<file path="src/rtl/squeeze_stream_serializer_pkg.sv">
// Shared types and widths for the squeeze stream serializer.
package squeeze_stream_serializer_pkg;

  localparam int SQ_WORD_W = 96;
  localparam int SQ_BEAT_W = 48;
  localparam int SQ_CNT_W  = 12;
  localparam int SQ_CFG_W  = 8;

  typedef enum logic [1:0] {
    ST_IDLE   = 2'd0,
    ST_RD_3X3 = 2'd1,
    ST_RD_1X1 = 2'd2,
    ST_DRAIN  = 2'd3
  } state_e;

endpackage

</file>
<file path="src/rtl/squeeze_stream_serializer_beat_splitter.sv">
// Holds one popped FIFO word and presents it as two valid/ready beats, low half first.
module squeeze_beat_splitter
  import squeeze_stream_serializer_pkg::*;
#(
  parameter int WORD_W = SQ_WORD_W,
  parameter int BEAT_W = SQ_BEAT_W
) (
  input  logic              clk_i,
  input  logic              rst_i,
  input  logic              load_i,
  input  logic [WORD_W-1:0] load_data_i,
  input  logic              load_tag_i,
  input  logic              beat_ready_i,
  output logic              can_load_o,
  output logic              hold_empty_o,
  output logic [BEAT_W-1:0] beat_data_o,
  output logic              beat_valid_o,
  output logic              pixel_last_o
);

  logic [WORD_W-1:0] hold_q, hold_d;
  logic              half_q, half_d;
  logic              full_q, full_d;
  logic              tag_q, tag_d;
  logic              beat_fire;

  always_ff @(posedge clk_i or posedge rst_i) begin
    if (rst_i) begin
      hold_q <= '0;
      half_q <= 1'b0;
      full_q <= 1'b0;
      tag_q  <= 1'b0;
    end else begin
      hold_q <= hold_d;
      half_q <= half_d;
      full_q <= full_d;
      tag_q  <= tag_d;
    end
  end

  // A new word may replace the current one in the same cycle its high half is accepted.
  assign beat_fire  = full_q & beat_ready_i;
  assign can_load_o = ~full_q | (beat_fire & half_q);

  always_comb begin
    hold_d = hold_q;
    half_d = half_q;
    full_d = full_q;
    tag_d  = tag_q;
    if (beat_fire) begin
      if (half_q) begin
        full_d = 1'b0;
        half_d = 1'b0;
      end else begin
        half_d = 1'b1;
      end
    end
    if (load_i) begin
      hold_d = load_data_i;
      full_d = 1'b1;
      half_d = 1'b0;
      tag_d  = load_tag_i;
    end
  end

  assign hold_empty_o = ~full_q;
  assign beat_valid_o = full_q;
  assign beat_data_o  = half_q ? hold_q[WORD_W-1:BEAT_W] : hold_q[BEAT_W-1:0];
  assign pixel_last_o = full_q & half_q & tag_q;

endmodule

</file>
<file path="src/rtl/squeeze_stream_serializer.sv">
// Drains the squeeze 3x3 and 1x1 FWFT FIFOs in fire concat order into one 48-bit beat stream.
module squeeze_stream_serializer
  import squeeze_stream_serializer_pkg::*;
#(
  parameter int WORD_W = SQ_WORD_W,
  parameter int BEAT_W = SQ_BEAT_W,
  parameter int CNT_W  = SQ_CNT_W
) (
  input  logic                clk_i,
  input  logic                rst_i,
  input  logic                start_i,
  input  logic [SQ_CFG_W-1:0] words_3x3_i,
  input  logic [SQ_CFG_W-1:0] words_1x1_i,
  input  logic [CNT_W-1:0]    layer_pixels_i,
  input  logic [WORD_W-1:0]   fifo_sq_3x3_rd_data_i,
  output logic                fifo_sq_3x3_rd_en_o,
  input  logic                fifo_sq_3x3_empty_i,
  input  logic [WORD_W-1:0]   fifo_sq_1x1_rd_data_i,
  output logic                fifo_sq_1x1_rd_en_o,
  input  logic                fifo_sq_1x1_empty_i,
  output logic [BEAT_W-1:0]   beat_data_o,
  output logic                beat_valid_o,
  input  logic                beat_ready_i,
  output logic                pixel_last_o,
  output logic                layer_done_o,
  output logic                busy_o
);

  state_e                state_q, state_d;
  logic [SQ_CFG_W-1:0]   word_cnt_q, word_cnt_d;
  logic [SQ_CFG_W-1:0]   w3_q, w3_d;
  logic [SQ_CFG_W-1:0]   w1_q, w1_d;
  logic [CNT_W-1:0]      pixel_cnt_q, pixel_cnt_d;
  logic [CNT_W-1:0]      pix_q, pix_d;

  logic                  can_load;
  logic                  hold_empty;
  logic                  pop_3x3;
  logic                  pop_1x1;
  logic                  load_tag;
  logic [WORD_W-1:0]     load_data;

  always_ff @(posedge clk_i or posedge rst_i) begin
    if (rst_i) begin
      state_q     <= ST_IDLE;
      word_cnt_q  <= '0;
      w3_q        <= '0;
      w1_q        <= '0;
      pixel_cnt_q <= '0;
      pix_q       <= '0;
    end else begin
      state_q     <= state_d;
      word_cnt_q  <= word_cnt_d;
      w3_q        <= w3_d;
      w1_q        <= w1_d;
      pixel_cnt_q <= pixel_cnt_d;
      pix_q       <= pix_d;
    end
  end

  always_comb begin
    state_d     = state_q;
    word_cnt_d  = word_cnt_q;
    w3_d        = w3_q;
    w1_d        = w1_q;
    pixel_cnt_d = pixel_cnt_q;
    pix_d       = pix_q;
    unique case (state_q)
      ST_IDLE: begin
        if (start_i) begin
          w3_d        = words_3x3_i;
          w1_d        = words_1x1_i;
          pix_d       = layer_pixels_i;
          word_cnt_d  = '0;
          pixel_cnt_d = '0;
          state_d     = ST_RD_3X3;
        end
      end
      ST_RD_3X3: begin
        if (pop_3x3) begin
          if (word_cnt_q == w3_q) begin
            word_cnt_d = '0;
            state_d    = ST_RD_1X1;
          end else begin
            word_cnt_d = word_cnt_q + 1'b1;
          end
        end
      end
      ST_RD_1X1: begin
        if (pop_1x1) begin
          if (word_cnt_q == w1_q) begin
            word_cnt_d = '0;
            if (pixel_cnt_q == pix_q) begin
              state_d = ST_DRAIN;
            end else begin
              pixel_cnt_d = pixel_cnt_q + CNT_W'(1);
              state_d     = ST_RD_3X3;
            end
          end else begin
            word_cnt_d = word_cnt_q + 1'b1;
          end
        end
      end
      ST_DRAIN: begin
        if (hold_empty) state_d = ST_IDLE;
      end
      default: state_d = ST_IDLE;
    endcase
  end

  // Only the FIFO owned by the current state is looked at; the other one's empty flag is ignored.
  always_comb begin
    pop_3x3      = (state_q == ST_RD_3X3) & ~fifo_sq_3x3_empty_i & can_load;
    pop_1x1      = (state_q == ST_RD_1X1) & ~fifo_sq_1x1_empty_i & can_load;
    load_data    = pop_1x1 ? fifo_sq_1x1_rd_data_i : fifo_sq_3x3_rd_data_i;
    load_tag     = pop_1x1 & (word_cnt_q == w1_q);
    layer_done_o = (state_q == ST_DRAIN) & hold_empty;
    busy_o       = (state_q != ST_IDLE);
  end

  assign fifo_sq_3x3_rd_en_o = pop_3x3;
  assign fifo_sq_1x1_rd_en_o = pop_1x1;

  squeeze_beat_splitter #(
    .WORD_W(WORD_W),
    .BEAT_W(BEAT_W)
  ) u_splitter (
    .clk_i       (clk_i),
    .rst_i       (rst_i),
    .load_i      (pop_3x3 | pop_1x1),
    .load_data_i (load_data),
    .load_tag_i  (load_tag),
    .beat_ready_i(beat_ready_i),
    .can_load_o  (can_load),
    .hold_empty_o(hold_empty),
    .beat_data_o (beat_data_o),
    .beat_valid_o(beat_valid_o),
    .pixel_last_o(pixel_last_o)
  );

endmodule
</file>
<file path="config.mk">
export PLATFORM = sky130hd
export DESIGN_NAME = squeeze_stream_serializer
export DESIGN_NICKNAME = d
export VERILOG_FILES = /design/src/rtl/squeeze_stream_serializer_pkg.sv /design/src/rtl/squeeze_stream_serializer_beat_splitter.sv /design/src/rtl/squeeze_stream_serializer.sv
export SDC_FILE = /design/constraint.sdc
export NUM_CORES = 1
export LEC_CHECK = 0
export BUFFER_PORTS_ARGS = -buffer_cell sky130_fd_sc_hd__buf_4
export CORE_ASPECT_RATIO = 0.8
export CORE_UTILIZATION = 45
export DETAILED_ROUTE_END_ITERATION = 8
export PLACE_DENSITY = 0.73
export SLEW_MARGIN = 20
export SYNTH_ARGS = -nofsm -noshare
export SYNTH_HDL_FRONTEND = slang
export SYNTH_SLANG_ARGS = --single-unit
</file>
<file path="constraint.sdc">
create_clock -name clk_i -period 6 [get_ports clk_i]
set_input_delay 0 -clock clk_i [delete_from_list [all_inputs] [get_ports clk_i]]
set_output_delay 0 -clock clk_i [all_outputs]
set_load 0.005 [all_outputs]
</file>
==> run summary <==
Max clock buf depth: 2
PortBufs: 279
Power Density: 440 nW/um^2
Final Skew: 13.6 ps
largest net degree at the start of global routing: 165
worst-path fanout max: 164
max-slew violation count: 0
Gates resized, CTS repair: 0
Fillers: 1030
CTS tree: built
Vias: 7558
worst reg2reg setup slack: 2220 ps
Worst Max-Slew Pin Slew: 895 ps
First-pass DRT Iterations: 4
effective utilization at floorplan: 0.467
sequential fraction of the synthesis area: 0.475
Unique masters post-synth: 45
syn nets: 987
clk sinks: 149
highest-count cells in the layout ignoring fill and taps: buf_4, dlygate4sd3_1, dfrtp_1
crit path capture type: flop
post-synth top area share: 0.475
commonest non-fill, non-tap cell in the layout: buf_4
yosys warns: 0
CP max stage delay: 630 ps
gr usage total: 0.283
core area: 16800 um^2
Num CTS Buffers: 17
cell taking the most area after synthesis: dfrtp_1
period utilization: 0.630
vias in the first global route: 8047
WL per Instance: 17.2 um
die width: 150 um
power share of the combinational group: 0.506
post-DR vias/cell: 5.17
Internal: 3.75 mW
Synth Cell Area: 7850 um^2
Req. time, crit path: 6310 ps
worst skew pair latency: 440 ps
htree depth: 4
P&R area growth vs syn: 63.8%
Multi-input gate area: 3850 um^2
Worst-path clk slew: 60 ps
post-route setup slack: 2220 ps
die height: 120 um
first-pass GRT wire length: 39300 um
site row count: 42
CP Cell Sequence: inv_1 > ha_1 > or2b_1 > nor2_4 > buf_12 > o21ai_0 > dlygate4sd3_1
Residual DRC: 0
Root Driver: clkbuf_16
Relative slew margins: 0.403
total grt overflow: 0
gpl congestion: 0.791
clock share of power: 0.183
Critical Path Start: state_q[0]$_DFFE_PP0P_
outcome: finished clean
Tmin final: 3780 ps
drt initial violations: 397
Fmax achieved: 265 MHz
final WL: 25100 um
Worst Hold Launch: fifo_sq_3x3_empty_i
worst hold path class: input pin to flop
Synth Instances: 753
#FFs+latches synth: 149
dpl ws: 2920 ps
Core Util, Final: 0.765
Final Net Count: 1461
worst r2r src: state_q[0]$_DFFE_PP0P_
Net Switching: 1.91 mW
antenna violations before repair: 1
Syn Area/Cell: 10.4 um^2
Sw Share: 0.337
count of boundary I/O pins: 280
Worst setup SP type: flop
RSZ-0062 raised after global routing: no
FF+latch area: 3730 um^2
leakage power: 5.70 nW
share of cells above drive strength 1: 0.329
total chip power: 5.66 mW
slowest cell on the critical path: nor2_4
maximum VDD drop: 254 uV
Detailed Place HPWL: 14000 um
critical path data arrival time: 4090 ps
max cap viols: 0
Setup CP Type: flop to flop
top post-synthesis cells by area: dfrtp_1, mux2i_1, mux2_2
sequential share of power: 0.311
Final setup violation count: 0
final hold viol count: 0
setup TNS: 0 ps
Die ar.: 18000 um^2
antenna viol nets, final: 0
[logic make-up (layout without fill, tap and decap cells)]
group,after synthesis,after routing,share of synthesized area
AOI/OAI and AO/OA,126,126,0.0886
xor gates and xnor gates,29,29,0.0333
adders and majority gates,8,8,0.0128
buffers and inverters,64,551,0.0359
DFF,149,149,0.475
muxes,173,173,0.233
other,0,1,0
and+or+nand+nor,204,204,0.121
[per-layer routing]
metal,GRT usage,part of all wire,up-vias
met3,0.0684,0.057,64
met5,0,0,-
met2,0.490,0.51,253
li1,-,-,3603
met4,0.128,0.033,0
met1,0.329,0.40,3638
[path summary, 6_finish.rpt]
path,to,cells after the start
setup / recovery,u_splitter.hold_q[5]$_DFFE_PP0P_,7
max in group asynchronous,u_splitter.half_q$_DFFE_PP0P_,4
hold / removal,state_q[0]$_DFFE_PP0P_,4
setup reg to reg,u_splitter.hold_q[5]$_DFFE_PP0P_,7
min in group asynchronous,w3_q[3]$_DFFE_PP0P_,3
hold reg to reg,u_splitter.tag_q$_DFFE_PP0P_,2
[Yosys cell counts, drive strengths merged]
cell type / number
o311ai: 2
nand2b: 4
o32a: 1
o2111ai: 1
o31a: 1
o211ai: 5
or2b: 1
mux2: 77
a21boi: 2
o22ai: 2
nor2: 7
buf: 27
a21oi: 3
o21ai: 105
a31oi: 1
nor2b: 3
nand3: 23
and3: 7
nor3: 3
ha: 8
a22o: 1
xor2: 13
nor3b: 3
o221ai: 2
clkbuf: 25
or4: 8
inv: 12
nand2: 131
dfrtp: 149
nand4: 9
or3: 2
nor4: 3
xnor2: 16
mux2i: 96
[power groups by stage]
stage | registers [mW] | clock network, mW | logic, mW
global route | 1.81 | 1.10 | 3.11
global placement | 1.74 | 0 | 2.06
CTS | 1.73 | 1.05 | 2.77
floorplan | 1.66 | 0 | 1.38
finish | 1.76 | 1.04 | 2.87
detailed placement | 1.75 | 0 | 2.11
[worst max-delay path: cells and delay by family (launching register included)]
family / cells / cell delay [ps]
buf+inv: 3 / 1260
simple gates: 2 / 990
fa+ha+maj: 1 / 600
flops: 1 / 430
compound gates: 1 / 250
[sequential cells by signal, indices dropped and copies added (netlist names)]
register,flops
pix_q,12
pixel_cnt_q,12
state_q,2
u_splitter.beat_valid_o,1
u_splitter.half_q,1
u_splitter.hold_q,96
u_splitter.tag_q,1
w1_q,8
w3_q,8
word_cnt_q,8
[per-stage QoR]
step           hold WS (ps)  cell area [um^2]  std cells
6_report                123             12900       1461
3_3_place_gp            192             10100       1206
2_1_floorplan           117              7850        753
5_1_grt                 135             12900       1461
4_1_cts                 103             12900       1460
3_5_place_dp            188             10100       1206
[repair_timing]
item	CTS	global route
hold endpoints to repair	206	0
hold buffers	222	0
buffers inserted	0	0
[final cells by class]
| cell class | instances | share of cell area |
|---|---|---|
| antenna | 1 | 0.000195 |
| clock buffer | 18 | 0.0342 |
| clock inverter | 14 | 0.00973 |
| inverter | 12 | 0.00389 |
| multi-input combinational | 540 | 0.299 |
| sequential | 149 | 0.290 |
| tap | 220 | 0.0214 |
| timing repair buffer | 507 | 0.341 |
(Power assumes the default switching activity.)
